<file path="src/rtl/alu_seq_exec.sv">
// ALU execution stage: valid/ready request in, registered result + zero flag out.
// Shifts are serial (1 bit/clk) unless ALU_SEQ_BARREL_SHIFT_EN is defined (single-cycle barrel shifter).
//
// state   | meaning
// S_IDLE  | ready for a request, op_ready_o high
// S_SHIFT | serial shift in progress (absent in barrel build)
// S_DONE  | result_o/zero_o held valid until result_ready_i
module alu_seq_exec #(
  parameter int DATA_WIDTH  = 32,
  parameter int SHAMT_WIDTH = 5
) (
  input  logic                  clk,
  input  logic                  reset,
  input  logic [3:0]            alu_operation_i,
  input  logic [DATA_WIDTH-1:0] data_a_i,
  input  logic [DATA_WIDTH-1:0] data_b_i,
  input  logic                  op_valid_i,
  output logic                  op_ready_o,
  output logic [DATA_WIDTH-1:0] result_o,
  output logic                  zero_o,
  output logic                  result_valid_o,
  input  logic                  result_ready_i
);

  localparam logic [3:0] OP_ADD   = 4'b0000;
  localparam logic [3:0] OP_SUB   = 4'b0001;
  localparam logic [3:0] OP_AND   = 4'b0010;
  localparam logic [3:0] OP_OR    = 4'b0011;
  localparam logic [3:0] OP_XOR   = 4'b0100;
  localparam logic [3:0] OP_SLL   = 4'b0101;
  localparam logic [3:0] OP_SRL   = 4'b0110;
  localparam logic [3:0] OP_SRA   = 4'b0111;
  localparam logic [3:0] OP_PASSB = 4'b1000;
  localparam logic [3:0] OP_SLT   = 4'b1001;
  localparam logic [3:0] OP_SLTU  = 4'b1010;

`ifdef ALU_SEQ_BARREL_SHIFT_EN
  typedef enum logic [1:0] {
    S_IDLE = 2'd0,
    S_DONE = 2'd2
  } state_t;
`else
  typedef enum logic [1:0] {
    S_IDLE  = 2'd0,
    S_SHIFT = 2'd1,
    S_DONE  = 2'd2
  } state_t;
`endif

  state_t                state_q, state_d;
  logic [DATA_WIDTH-1:0] result_q, result_d;

  // Single-cycle datapath. In the serial build shifts only reach here with shamt==0, so they return A.
  function automatic logic [DATA_WIDTH-1:0] alu_calc(input logic [3:0]            op,
                                                     input logic [DATA_WIDTH-1:0] a,
                                                     input logic [DATA_WIDTH-1:0] b);
    logic [DATA_WIDTH-1:0] r;
    r = '0;
    case (op)
      OP_ADD:   r = a + b;
      OP_SUB:   r = a - b;
      OP_AND:   r = a & b;
      OP_OR:    r = a | b;
      OP_XOR:   r = a ^ b;
`ifdef ALU_SEQ_BARREL_SHIFT_EN
      OP_SLL:   r = a << b[SHAMT_WIDTH-1:0];
      OP_SRL:   r = a >> b[SHAMT_WIDTH-1:0];
      OP_SRA:   r = $unsigned($signed(a) >>> b[SHAMT_WIDTH-1:0]);
`else
      OP_SLL, OP_SRL, OP_SRA: r = a;
`endif
      OP_PASSB: r = b;
      OP_SLT:   r = {{(DATA_WIDTH-1){1'b0}}, ($signed(a) < $signed(b))};
      OP_SLTU:  r = {{(DATA_WIDTH-1){1'b0}}, (a < b)};
      default:  r = '0;
    endcase
    return r;
  endfunction

`ifndef ALU_SEQ_BARREL_SHIFT_EN
  logic [3:0]             op_q, op_d;
  logic [DATA_WIDTH-1:0]  work_q, work_d;
  logic [SHAMT_WIDTH-1:0] cnt_q, cnt_d;
  logic [SHAMT_WIDTH-1:0] shamt_in;
  logic                   shift_req;
  logic [DATA_WIDTH-1:0]  work_step;

  assign shamt_in  = data_b_i[SHAMT_WIDTH-1:0];
  assign shift_req = (alu_operation_i == OP_SLL) || (alu_operation_i == OP_SRL) ||
                     (alu_operation_i == OP_SRA);

  always_comb begin
    work_step = '0;
    case (op_q)
      OP_SLL:  work_step = {work_q[DATA_WIDTH-2:0], 1'b0};
      OP_SRL:  work_step = {1'b0, work_q[DATA_WIDTH-1:1]};
      default: work_step = {work_q[DATA_WIDTH-1], work_q[DATA_WIDTH-1:1]};
    endcase
  end
`endif

  always_comb begin
    state_d  = state_q;
    result_d = result_q;
`ifndef ALU_SEQ_BARREL_SHIFT_EN
    op_d     = op_q;
    work_d   = work_q;
    cnt_d    = cnt_q;
`endif
    case (state_q)
      S_IDLE: begin
        if (op_valid_i) begin
`ifndef ALU_SEQ_BARREL_SHIFT_EN
          if (shift_req && (shamt_in != '0)) begin
            op_d    = alu_operation_i;
            work_d  = data_a_i;
            cnt_d   = shamt_in;
            state_d = S_SHIFT;
          end else
`endif
          begin
            result_d = alu_calc(alu_operation_i, data_a_i, data_b_i);
            state_d  = S_DONE;
          end
        end
      end
`ifndef ALU_SEQ_BARREL_SHIFT_EN
      S_SHIFT: begin
        work_d = work_step;
        cnt_d  = cnt_q - SHAMT_WIDTH'(1);
        // Last step lands directly in result so DONE starts shamt+1 clocks after accept.
        if (cnt_q == SHAMT_WIDTH'(1)) begin
          result_d = work_step;
          state_d  = S_DONE;
        end
      end
`endif
      S_DONE: begin
        if (result_ready_i) state_d = S_IDLE;
      end
      default: state_d = S_IDLE;
    endcase
  end

  always_ff @(posedge clk) begin
    if (reset) begin
      state_q  <= S_IDLE;
      result_q <= '0;
`ifndef ALU_SEQ_BARREL_SHIFT_EN
      op_q     <= OP_ADD;
      work_q   <= '0;
      cnt_q    <= '0;
`endif
    end else begin
      state_q  <= state_d;
      result_q <= result_d;
`ifndef ALU_SEQ_BARREL_SHIFT_EN
      op_q     <= op_d;
      work_q   <= work_d;
      cnt_q    <= cnt_d;
`endif
    end
  end

  assign op_ready_o     = (state_q == S_IDLE);
  assign result_valid_o = (state_q == S_DONE);
  assign result_o       = result_q;
  assign zero_o         = (result_q == '0);

endmodule

</file>
<file path="config.mk">
export PLATFORM = sky130hd
export DESIGN_NAME = alu_seq_exec
export DESIGN_NICKNAME = d
export VERILOG_FILES = /design/src/rtl/alu_seq_exec.sv
export SDC_FILE = /design/constraint.sdc
export NUM_CORES = 1
export LEC_CHECK = 0
export ABC_CLOCK_PERIOD_IN_PS = 3300
export BUFFER_PORTS_ARGS = -buffer_cell sky130_fd_sc_hd__buf_2
export CAP_MARGIN = 20
export CORE_MARGIN = 3
export CORE_UTILIZATION = 45
export DETAILED_ROUTE_END_ITERATION = 10
export MAX_ROUTING_LAYER = met4
export SLEW_MARGIN = 20
export SYNTH_ARGS = -nofsm -noshare
export SYNTH_HDL_FRONTEND = slang
export SYNTH_SLANG_ARGS = --single-unit
</file>
<file path="constraint.sdc">
create_clock -name clk -period 3.3 [get_ports clk]
set_clock_uncertainty 0.1 [all_clocks]
set_input_delay 0.33 -clock clk [delete_from_list [all_inputs] [get_ports clk]]
set_output_delay 0.33 -clock clk [all_outputs]
set_load 0.02 [all_outputs]
</file>
======== Word-level counts from Yosys, hierarchy flattened ========
Cells that the tools add are included.
word-level totals
  bits in registers ....................... 75
  bits in writable memories ............... 0
  input bits .............................. 72
  bits in latches ......................... 0
  output and inout bits ................... 35
  memory bits (read-only) ................. 0
  memories kept ........................... 0
operators by class
  order comparisons ....................... 2
  reductions and logical operators ........ 13
  shift operators ......................... 0
  div/mod/pow operators ................... 0
  equal/unequal tests ..................... 20
  add/sub/neg operators ................... 3
  bitwise gates (word level) .............. 3
  multipliers ............................. 0
  multiplexer cells ....................... 17
operators with widths
  operator             number
  $pmux 32 s9          1
  $pmux 32 s2          3
  $mux 32              5
  $lt 32x32->1         2
  $add 32x32->32       1
  $and 32x32->32       1
  $logic_not 32->1     1
  $or 32x32->32        1
  $sub 32x32->32       1
  $xor 32x32->32       1
  $eq 4x3->1 const B   6
  $eq 4x4->1 const B   3
  $mux 5               2
  $pmux 5 s2           1
  $reduce_and 3->1     3
  $eq 4x2->1 const B   2
  $mux 2               4
  $ne 2x2->1 const B   3
  $pmux 2 s3           1
  $eq 5x1->1 const B   1
  $reduce_bool 5->1    1
  $sub 5x1->5 const B  1
  $eq 4x1->1 const B   1
  $logic_not 4->1      1
  other kinds (9)      11

======== Longest topological paths before layout ========
Gate-level depths: netlist of the first run.
  depth after elaboration ................. 7
  depth in mapped cells ................... 11

======== Worst setup path after synthesis of the first run ========
Ideal clock, no wire load.
  kind .................................... input-to-reg
  start point ............................. input data_a_i[0]
  end point ............................... register result_q[0], in the netlist result_o[0]
  arrival time ............................ 2.581 ns
  buffers on the path ..................... 0
  path slack .............................. 0.502 ns
  cell stages on the path ................. 11
  cells stage by stage .................... inv_1 ha_1 fa_1 o21ba_2 nor4_1 o21a_1 o21ai_1 a31oi_1 nand3_1 a41o_1 a32o_1
between the ends
  cells in the longest elaborated chain, start to end .. 5
ends and longest elaborated chain
  element                                 line  source
  from (decl)                             15    input logic [DATA_WIDTH-1:0] data_a_i,
  $sub 32x32->32 (tied with other cells)  61    OP_SUB: r = a - b;
  $pmux 32 s9 (*)                         59    case (op)
  $mux 32 (*)                             114   if (shift_req && (shamt_in != '0)) begin
  $mux 32 (*)                             112   if (op_valid_i) begin
  $pmux 32 s2 (*)                         110   case (state_q)
  to (signal assigned)                    156   result_q <= result_d;
  to (decl)                               51    logic [DATA_WIDTH-1:0] result_q, result_d;
Mark *: on every way between the ends. The rest lies on a longest branch, timed or not. The select of a mux whose other input is x is not followed.
A chain may end at the register's enable or synchronous reset.

======== Worst setup path in the final report of the first run ========
  start point ............................. input data_a_i[4]
  end point ............................... register result_q[14], in the netlist result_o[14]
between the ends
  cells in the longest elaborated chain, start to end .. 5
ends and longest elaborated chain
  element                                                  line
  $sub 32x32->32 / $add 32x32->32 (equally long branches)  61, 60
  $pmux 32 s9 (*)                                          59
  $mux 32 (*)                                              114
  $mux 32 (*)                                              112
  $pmux 32 s2 (*)                                          110
Marks and branches as above.

==> flow_metrics.env, run 1 <==
export IMPL_outcome="finished clean"
export IMPL_required_ns=3.42
export IMPL_drc_errors=0
export IMPL_reg2reg_depth=8
export IMPL_worst_hold_slack_ns=0.1599
export IMPL_fp_dieH_um=149.3
export IMPL_antennaDiodeCount=0
export IMPL_worst_path_buf_inv=2
export IMPL_num_io_pins=107
export IMPL_htreeDepth=3
export IMPL_cpMaxStageDelayCell="o31ai_1"
export IMPL_layout_nets=1613
export IMPL_die_w_um=149.3
export IMPL_postCtsSetupRepairBufs=0
export IMPL_clock_sinks=75
export IMPL_start_kind="input pin"
export IMPL_min_period_over_period_pct=91.02
export IMPL_worst_slew_pin_transition_ns=0.9395
export IMPL_multi_input_area_um2=6989
export IMPL_grt_overflow=0
export IMPL_detail_route_first_pass_iterations=9
export IMPL_via_per_inst=6.357
export IMPL_r2r_slack_ns=0.57
export IMPL_clk_path_buf_depth=2
export IMPL_synthFlopType="dfxtp_1"
export IMPL_synthAdderAreaFrac_pct=13.70
export IMPL_num_vias=10877
export IMPL_min_from="result_ready_i"
export IMPL_worstSkewPairLatency_ns=0.35
export IMPL_cap_violations=0
export IMPL_grt_pass1_wl_mm=60.88
export IMPL_cp_cell_sequence="buf_2 > inv_1 > ha_1 > nand2_1 > o211ai_1 > a21oi_1 > o31ai_1 > a211oi_1 > a31o_2 > o31ai_1 > a211oi_1"
export IMPL_hold_path_class="input pin to register"
export IMPL_timing_rr_end="result_o[18]$_SDFFE_PP0P_"
export IMPL_routedWlPerCell_um=23.78
export IMPL_finalSetupViolations=0
export IMPL_rows=51
export IMPL_min_period_ns=3.004
export IMPL_avgSynthCellArea_um2=7.017
export IMPL_final_common_cell="a21oi_1"
export IMPL_final_cell_mix="a21oi_1, nor2_1, nand2_1"
export IMPL_yosys_area_share_xor_xnor_pct=1.990
export IMPL_finalHoldViolations=0
export IMPL_grt_pass1_vias=9901
export IMPL_ys_types=96
export IMPL_holdBufCountCts=0
export IMPL_seq_area_um2=1501
export IMPL_cp_end_kind="register"
export IMPL_yosysWarnings=0
export IMPL_ys_seq_area_share_pct=16.25
export IMPL_synth_compound_area_share_pct=36.61
export IMPL_grt_max_degree=59
export IMPL_hpwl_mm=31.72
export IMPL_start_util_pct=46.57
export IMPL_synth_mux_area_share_pct=2.207
export IMPL_syn_nets=1489
export IMPL_drt_initial_drc_count=1345
export IMPL_die_area_um2=22290
export IMPL_arrival_ns=3.12
export IMPL_cts_tree="done"
export IMPL_power_density_nw_per_um2=334.4
export IMPL_portBuffers=106
export IMPL_timing_critical_path_to="result_o[14]$_SDFFE_PP0P_"
export IMPL_synth_seq_cells=75
export IMPL_grt_setup_unrepaired="false"
export IMPL_cp_slowest_stage_delay_ns=0.55
export IMPL_globalRouteTotalUtil_pct=36.58
export IMPL_drive_gt1_share_pct=18.81
export IMPL_worstPathMaxFanout=5
export IMPL_antenna_found_initial=1
export IMPL_holdPathStages=3
export IMPL_synthesis_area_um2=9241
export IMPL_root_buffer="clkbuf_16"
export IMPL_synthArstFlopShare_pct=0
export IMPL_place_congestion=1.031
export IMPL_rr_startpoint="cnt_q[0]$_SDFFE_PP0P_"
export IMPL_crit_family="compound AO/OA/AOI/OAI gates"
export IMPL_slew_viol_final=0
export IMPL_drtAntennaViolNets=0
export IMPL_synth_top_family_by_area="compound AO/OA/AOI/OAI gates"
export IMPL_power_leakage_nw=4.690
export IMPL_area_growth_syn_to_layout_pct=16.76
export IMPL_cts_resized=0
export IMPL_crit_type="input pin to register"
export IMPL_crit_start="data_a_i[4]"
export IMPL_fmax_mhz=332.9
export IMPL_cts_buffers=9
export IMPL_synthSimpleGateAreaFrac_pct=20.69
export IMPL_synth_edf_count=0
export IMPL_wirelength_mm=40.68
export IMPL_core_area_um2=19850
export IMPL_num_fill_cells=2027
export IMPL_path_depth=11
export IMPL_fin_tns_setup_ns=0
export IMPL_synth_cells=1317
export IMPL_peakVddDrop_mv=0.2216
export IMPL_clkTransAtPathRegs_ns=0.06
export IMPL_timing_max_slew_rel_slack_pct=36.71
-- routing by layer --
layer / vias to the layer above / part of all wire (%) / GRT usage [%]
li1: 5082 / - / -
met1: 5113 / 46 / 53.45
met3: 58 / 12 / 9.815
met5: - / 0 / -
met4: 0 / 2.0 / 8.741
met2: 624 / 40 / 49.72
-- logic make-up after synthesis --
logic type,after synthesis
AOI/OAI and AO/OA,499
and+or+nand+nor,413
buffers and inverters,190
adders and majority gates,100
DFF,75
xor gates and xnor gates,21
muxes,19
-- Yosys cell counts (16+ instances only) --
library cell	number	area [um^2]
dfxtp_1	75	1501
clkbuf_1	67	251.5
ha_1	98	1226
nor4_1	17	106.4
o21ai_0	81	405.4
nand3_1	17	85.08
a222oi_1	18	180.2
a211oi_1	34	255.2
a21o_1	21	157.7
o211ai_1	16	120.1
nor3_1	41	205.2
nand2_1	130	488.0
inv_1	98	367.9
a21oi_1	149	745.7
nor2_1	139	521.8
xnor2_1	17	148.9
-- metrics by stage --
step | instance area [um^2] | setup slack [ns] | cells | utilization (%) | total power (W)
4_1_cts | 10790 | 0.3801 | 1711 | 54.37 | 0.003564
3_5_place_dp | 10490 | 0.01262 | 1695 | 52.83 | 0.002524
2_1_floorplan | 9241 | 0.5016 | 1317 | - | 0.001958
3_3_place_gp | 10490 | 0.04412 | 1695 | 52.83 | 0.002520
5_1_grt | 10790 | 0.1435 | 1711 | 54.37 | 0.003777
6_report | 10790 | 0.2964 | 1711 | 54.37 | 0.003609
-- worst register-to-register path, cell delays in order (launching register included) --
cell and delay, ns:
dfxtp_1 0.43, ha_1 0.18, nor4b_1 0.25, buf_4 0.18, a32o_1 0.50, mux2i_1 0.43
o221ai_1 0.20, nor3_1 0.21, a21boi_1 0.12
-- layout make-up --
| class | instances | area share, % |
|---|---|---|
| well taps | 265 | 3.073 |
| clock buffers | 12 | 2.377 |
| repair buffers | 204 | 11.97 |
| multi-input cells | 1052 | 64.77 |
| clock inverters | 4 | 0.4522 |
| flip-flops and latches | 75 | 13.91 |
| inverters | 99 | 3.444 |
-- registers in the layout, indices dropped and copies added (netlist names) --
register and cells:
op_q 4, cnt_q 5, result_o 32, state_q 2, work_q 32
-- report_power, final --
part / internal (W) / leakage (nW) / switching, W / total (W)
Sequential: 0.000964 / 0.612 / 0.0000628 / 0.00103
Clock: 0.000627 / 0.153 / 0.000425 / 0.00105
Combinational: 0.000573 / 3.93 / 0.000957 / 0.00153
Total: 0.00216 / 4.69 / 0.00145 / 0.00361
-- how the worst min path moves through the flow --
stage,to
after global routing,state_q[1]$_SDFFE_PP0P_
final,state_q[1]$_SDFFE_PP0P_
after global placement,result_o[5]$_SDFFE_PP0P_
after floorplan,op_q[2]$_SDFFE_PP0P_
after detailed placement,result_o[5]$_SDFFE_PP0P_
after CTS,state_q[1]$_SDFFE_PP0P_
Note: power is estimated with default switching activity, not from simulation.
==> run 2: changes to the inputs <==
CORE_UTILIZATION = 60   (was 45)
PLACE_DENSITY = 0.82   (was unset)
==> run 2 against run 1 <==
Maximum frequency rose by 0.81%. Critical path depth rose by 1. Hold slack improved by 0.013 ns. Worst setup slack improved by 0.024 ns. Sequential share of layout area rose by 0.30 points. First-iteration DRC count rose by 42%. Non-clock buffer count fell by 20. Critical path type unchanged. Critical endpoint is now result_o[16]$_SDFFE_PP0P_.
==> flow_metrics.env, run 2 (synthesized netlist as in run 1, its figures left out) <==
export IMPL_outcome="finished clean"
export IMPL_seq_area_um2=1501
export IMPL_htreeDepth=3
export IMPL_fp_dieH_um=130.1
export IMPL_drt_initial_drc_count=1913
export IMPL_multi_input_area_um2=6989
export IMPL_grt_pass1_wl_mm=56.35
export IMPL_portBuffers=106
export IMPL_worstSkewPairLatency_ns=0.34
export IMPL_clk_path_buf_depth=2
export IMPL_core_area_um2=14810
export IMPL_antennaDiodeCount=0
export IMPL_worstPathMaxFanout=5
export IMPL_antenna_found_initial=0
export IMPL_min_period_ns=2.979
export IMPL_cap_violations=0
export IMPL_drive_gt1_share_pct=17.68
export IMPL_postCtsSetupRepairBufs=0
export IMPL_worst_hold_slack_ns=0.1726
export IMPL_grt_max_degree=34
export IMPL_detail_route_first_pass_iterations=8
export IMPL_hpwl_mm=28.16
export IMPL_crit_type="input pin to register"
export IMPL_power_w=0.003608
export IMPL_cts_resized=0
export IMPL_start_util_pct=62.40
export IMPL_die_w_um=130.1
export IMPL_cts_tree="done"
export IMPL_place_congestion=1.112
export IMPL_drc_errors=0
export IMPL_drtAntennaViolNets=0
export IMPL_num_io_pins=107
export IMPL_die_area_um2=16930
export IMPL_cp_cell_sequence="buf_2 > inv_1 > ha_1 > nand2_1 > o211ai_1 > a21oi_1 > buf_4 > buf_4 > o21ai_0 > xor2_1 > a2111oi_0 > a2111oi_0"
export IMPL_pre_cts_ws_ns=0.05799
export IMPL_timing_max_slew_rel_slack_pct=51.72
export IMPL_wirelength_mm=37.38
export IMPL_globalRouteTotalUtil_pct=44.05
export IMPL_power_density_nw_per_um2=341.6
export IMPL_grt_overflow=0
export IMPL_grt_setup_unrepaired="false"
export IMPL_cp_end_kind="register"
export IMPL_routedWlPerCell_um=23.23
export IMPL_min_period_over_period_pct=90.28
export IMPL_final_cell_mix="a21oi_1, nor2_1, nand2_1"
export IMPL_finalSetupViolations=0
export IMPL_holdBufCountCts=0
export IMPL_slew_viol_final=0
export IMPL_cts_buffers=9
export IMPL_hold_path_class="input pin to register"
export IMPL_via_per_inst=7.016
export IMPL_finalHoldViolations=0
export IMPL_num_fill_cells=1301
export IMPL_layout_nets=1593
export IMPL_rows=44
export IMPL_cpMaxStageDelayCell="o211ai_1"
export IMPL_required_ns=3.38
export IMPL_clock_sinks=75
export IMPL_setup_ws_ns=0.3206
export IMPL_grt_pass1_vias=10026
export IMPL_power_leakage_nw=4.582
export IMPL_final_common_cell="a21oi_1"
export IMPL_start_kind="input pin"
export IMPL_clkTransAtPathRegs_ns=0.06
export IMPL_root_buffer="clkbuf_16"
export IMPL_fmax_mhz=335.6
export IMPL_area_growth_syn_to_layout_pct=14.30
export IMPL_stdcell_area_um2=10560
export IMPL_arrival_ns=3.06
export IMPL_postPlaceCellArea_um2=10250
export IMPL_fin_tns_setup_ns=0
export IMPL_num_vias=11288
export IMPL_cp_slowest_stage_delay_ns=0.51
export IMPL_peakVddDrop_mv=0.2223
export IMPL_worst_slew_pin_transition_ns=0.7242
[run 2: cell types whose count changed in the layout (fill, tap and decap cells not counted)]
| cell | before | now |
|---|---|---|
| buf_12 | 2 | 3 |
| buf_4 | 96 | 75 |
| bufinv_16 | 1 | 2 |
| clkbuf_1 | 1 | 0 |
| clkbuf_8 | 2 | 0 |
| clkinv_2 | 2 | 0 |
| clkinvlp_4 | 0 | 3 |
[run 2: metrics by stage]
step / std cells / utilization, %
finish: 1609 / 71.32
global route: 1609 / 71.32
CTS: 1609 / 71.32
detailed placement: 1594 / 69.19
global placement: 1594 / 69.19
floorplan: 1317 / -
[run 2: metal layers]
metal	routed length [um]	vias to the layer above	GRT usage, %
li1	-	5030	-
met1	14950	5192	61.15
met2	15180	940	61.65
met3	5978	126	12.32
met4	1271	0	13.75
met5	0	-	-
[run 2: power by group]
group          switching [W]  internal (W)  leakage, nW
Clock               0.000424      0.000660        0.144
Combinational       0.000942      0.000554         3.83
Sequential         0.0000648      0.000963        0.612
Total                0.00143       0.00218         4.58
[run 2: worst paths after layout]
| check | start | slack [ns] | depth (start not counted) | to |
|---|---|---|---|---|
| max | data_a_i[4] | 0.32 | 12 | result_o[16]$_SDFFE_PP0P_ |
| min | result_ready_i | 0.17 | 3 | state_q[1]$_SDFFE_PP0P_ |
| max reg2reg | op_q[2]$_SDFFE_PP0P_ | 0.70 | 8 | result_o[17]$_SDFFE_PP0P_ |
| min reg2reg | result_o[11]$_SDFFE_PP0P_ | 0.37 | 2 | result_o[11]$_SDFFE_PP0P_ |
[run 2: layout make-up]
| cell class | instances | area share [%] |
|---|---|---|
| clock inverter | 6 | 0.8647 |
| inverter | 99 | 3.518 |
| clock buffer | 9 | 2.132 |
| sequential | 75 | 14.21 |
| multi-input combinational | 1052 | 66.17 |
| tap | 184 | 2.180 |
| timing repair buffer | 184 | 10.92 |
[run 2: worst max-delay path, delay by kind of cell]
kind	cells	cell delay (ns)
AO/OA/AOI/OAI	5	1.62
XOR/XNOR	1	0.11
adder cells (fa/ha/maj)	1	0.36
buffers and inverters	4	0.51
AND/OR/NAND/NOR	1	0.12
==> run 3: changes to the inputs <==
--- a/config.mk
+++ b/config.mk
@@ -10,7 +10,9 @@
 export CAP_MARGIN = 20
+export CELL_PAD_IN_SITES_DETAIL_PLACEMENT = 1
+export CELL_PAD_IN_SITES_GLOBAL_PLACEMENT = 2
 export CORE_MARGIN = 3
-export CORE_UTILIZATION = 60
+export CORE_UTILIZATION = 34
 export DETAILED_ROUTE_END_ITERATION = 10
 export MAX_ROUTING_LAYER = met4
-export PLACE_DENSITY = 0.82
+export PLACE_DENSITY_LB_ADDON = 0.1
 export SLEW_MARGIN = 20
==> constraint.sdc (replaced) <==
create_clock -name clk -period 3.3 [get_ports clk]
set_clock_uncertainty 0.1 [all_clocks]
set_input_delay 0.66 -clock clk [delete_from_list [all_inputs] [get_ports clk]]
set_output_delay 0.66 -clock clk [all_outputs]
set_load 0.02 [all_outputs]
==> run 3 against run 2 <==
Critical path depth unchanged. Power increased by 8.1%. Global-route usage decreased by 11 points. Critical endpoint is now result_o[11]$_SDFFE_PP0P_. Combinational power increased by 19%. Via count increased by 3.0%. Maximum frequency decreased by 7.3%. Critical path type unchanged. Sequential share of layout area decreased by 1.8 points. Register-to-register slack got worse by 0.06 ns. Clock power about the same. Non-clock buffer count increased by 175.
==> flow_metrics.env, run 3 (synthesized netlist as in run 1, its figures left out) <==
export IMPL_core_area_um2=26350
export IMPL_pre_cts_ws_ns=-0.3864
export IMPL_finalHoldViolations=0
export IMPL_r2r_slack_ns=0.64
export IMPL_final_cell_mix="buf_4, a21oi_1, nor2_1"
export IMPL_rr_startpoint="state_q[1]$_SDFFE_PP0P_"
export IMPL_worst_slew_pin_transition_ns=1.096
export IMPL_cap_violations=0
export IMPL_num_vias=11622
export IMPL_globalRouteTotalUtil_pct=33.03
export IMPL_clk_path_buf_depth=2
export IMPL_intPower_w=0.002351
export IMPL_slew_viol_final=0
export IMPL_via_per_inst=6.003
export IMPL_holdBufCountCts=0
export IMPL_cp_end_kind="register"
export IMPL_min_from="result_o[11]$_SDFFE_PP0P_"
export IMPL_worst_hold_slack_ns=0.3768
export IMPL_rows=59
export IMPL_hold_path_class="register to register"
export IMPL_power_frac_clock_pct=28.0
export IMPL_finalSetupViolations=0
export IMPL_die_area_um2=29190
export IMPL_grt_overflow=0
export IMPL_min_period_ns=3.215
export IMPL_power_density_nw_per_um2=321.5
export IMPL_drc_errors=0
export IMPL_clkTransAtPathRegs_ns=0.06
export IMPL_worstPathMaxFanout=4
export IMPL_die_w_um=170.9
export IMPL_drt_initial_drc_count=1140
export IMPL_drive_gt1_share_pct=27.19
export IMPL_hpwl_mm=37.78
export IMPL_layout_nets=1768
export IMPL_power_w=0.003900
export IMPL_cts_buffers=9
export IMPL_start_util_pct=35.07
export IMPL_grt_max_degree=38
export IMPL_antenna_found_initial=1
export IMPL_grt_pass1_wl_mm=71.50
export IMPL_crit_type="input pin to register"
export IMPL_power_leakage_nw=5.460
export IMPL_min_period_over_period_pct=97.41
export IMPL_root_buffer="clkbuf_16"
export IMPL_outcome="finished clean"
export IMPL_htreeDepth=3
export IMPL_fmax_mhz=311.1
export IMPL_num_io_pins=107
export IMPL_comb_power_share_pct=45.6
export IMPL_required_ns=3.48
export IMPL_timing_max_slew_rel_slack_pct=26.52
export IMPL_portBuffers=106
export IMPL_swShare_pct=39.73
export IMPL_grt_pass1_vias=11633
export IMPL_whs_endpoint="result_o[11]$_SDFFE_PP0P_"
export IMPL_power_switching_w=0.001550
export IMPL_setup_ws_ns=0.08541
export IMPL_place_congestion=0.9699
export IMPL_final_common_cell="buf_4"
export IMPL_holdPathStages=2
export IMPL_fp_dieH_um=170.9
export IMPL_reg2reg_depth=6
export IMPL_worstSkewPairLatency_ns=0.35
export IMPL_cts_tree="done"
export IMPL_wirelength_mm=47.77
export IMPL_detail_route_first_pass_iterations=6
export IMPL_p_seq_share_pct=26.4
export IMPL_clock_sinks=75
export IMPL_area_growth_syn_to_layout_pct=31.28
export IMPL_start_kind="input pin"
export IMPL_drtAntennaViolNets=0
export IMPL_peakVddDrop_mv=0.1715
export IMPL_timing_rr_end="result_o[26]$_SDFFE_PP0P_"
export IMPL_routedWlPerCell_um=24.68
export IMPL_arrival_ns=3.40
[run 3: cell types whose count changed in the layout (fill, tap and decap cells not counted), sizes merged]
cell,before,now
buf,184,359
clkinvlp,3,0
clkbuf,9,10
clkinv,1,3
diode,0,1
[run 3: routing by layer]
| layer | vias to the layer above | GRT usage, % | wire (um) |
|---|---|---|---|
| met4 | 0 | 8.642 | 1184 |
| met2 | 454 | 49.06 | 20440 |
| met3 | 72 | 3.974 | 3167 |
| met1 | 5725 | 47.41 | 22980 |
| met5 | - | - | 0 |
| li1 | 5371 | - | - |
[run 3: power groups by stage]
stage                     sequential, W  combinational (W)  clock [W]
after floorplan                 0.00106           0.000898          0
after global placement          0.00104            0.00169          0
after detailed placement        0.00105            0.00172          0
after CTS                       0.00103            0.00173    0.00111
after global routing            0.00103            0.00192    0.00114
final                           0.00103            0.00178    0.00109
[run 3: worst max path at each step]
stage	endpoint	from	depth (start not counted)	slack, ns
global route	result_o[21]$_SDFFE_PP0P_	data_a_i[4]	12	-0.0006
global placement	result_o[0]$_SDFFE_PP0P_	data_a_i[0]	14	-0.23
CTS	result_o[0]$_SDFFE_PP0P_	data_a_i[0]	14	0.05
detailed placement	result_o[26]$_SDFFE_PP0P_	data_a_i[0]	12	-0.39
floorplan	result_o[0]$_SDFFE_PP0P_	data_a_i[0]	11	0.17
finish	result_o[11]$_SDFFE_PP0P_	data_a_i[4]	12	0.09
[run 3: layout make-up]
type                       instances  area [um^2]
tap                              335        419.2
multi-input combinational       1052         7037
fill                            3429        14220
clock buffer                      10        229.0
clock inverter                     5        78.83
timing repair buffer             359         2492
sequential                        75         1501
antenna                            1        2.502
inverter                          99        371.6
[run 3: what timing repair did]
| action | 4_1_cts | 5_1_grt |
|---|---|---|
| endpoints found under the setup margin | 1 | 10 |
| gates cloned | 0 | 0 |
| setup buffers | 0 | 2 |
| pin swaps | 0 | 2 |
| gates resized for setup | 1 | 10 |
[run 3: worst max-delay path, cell delays in order]
cell and delay, ns:
buf_2 0.11, inv_1 0.06, ha_1 0.36, nand2_1 0.14, o31ai_2 0.52, o2111a_2 0.34, buf_4 0.15, o21ai_0 0.11
a311o_1 0.35, a31oi_1 0.26, o21ai_1 0.18, a21oi_1 0.17
[run 3: per-stage QoR]
step | cell area (um^2) | utilization, % | instances | TNS [ns]
after floorplan | 9241 | - | 1317 | 0
after global placement | 11760 | 44.62 | 1918 | -2.710
after detailed placement | 11760 | 44.62 | 1918 | -5.626
after CTS | 12070 | 45.80 | 1933 | 0
after global routing | 12130 | 46.03 | 1936 | -0.0006308
final | 12130 | 46.03 | 1936 | 0
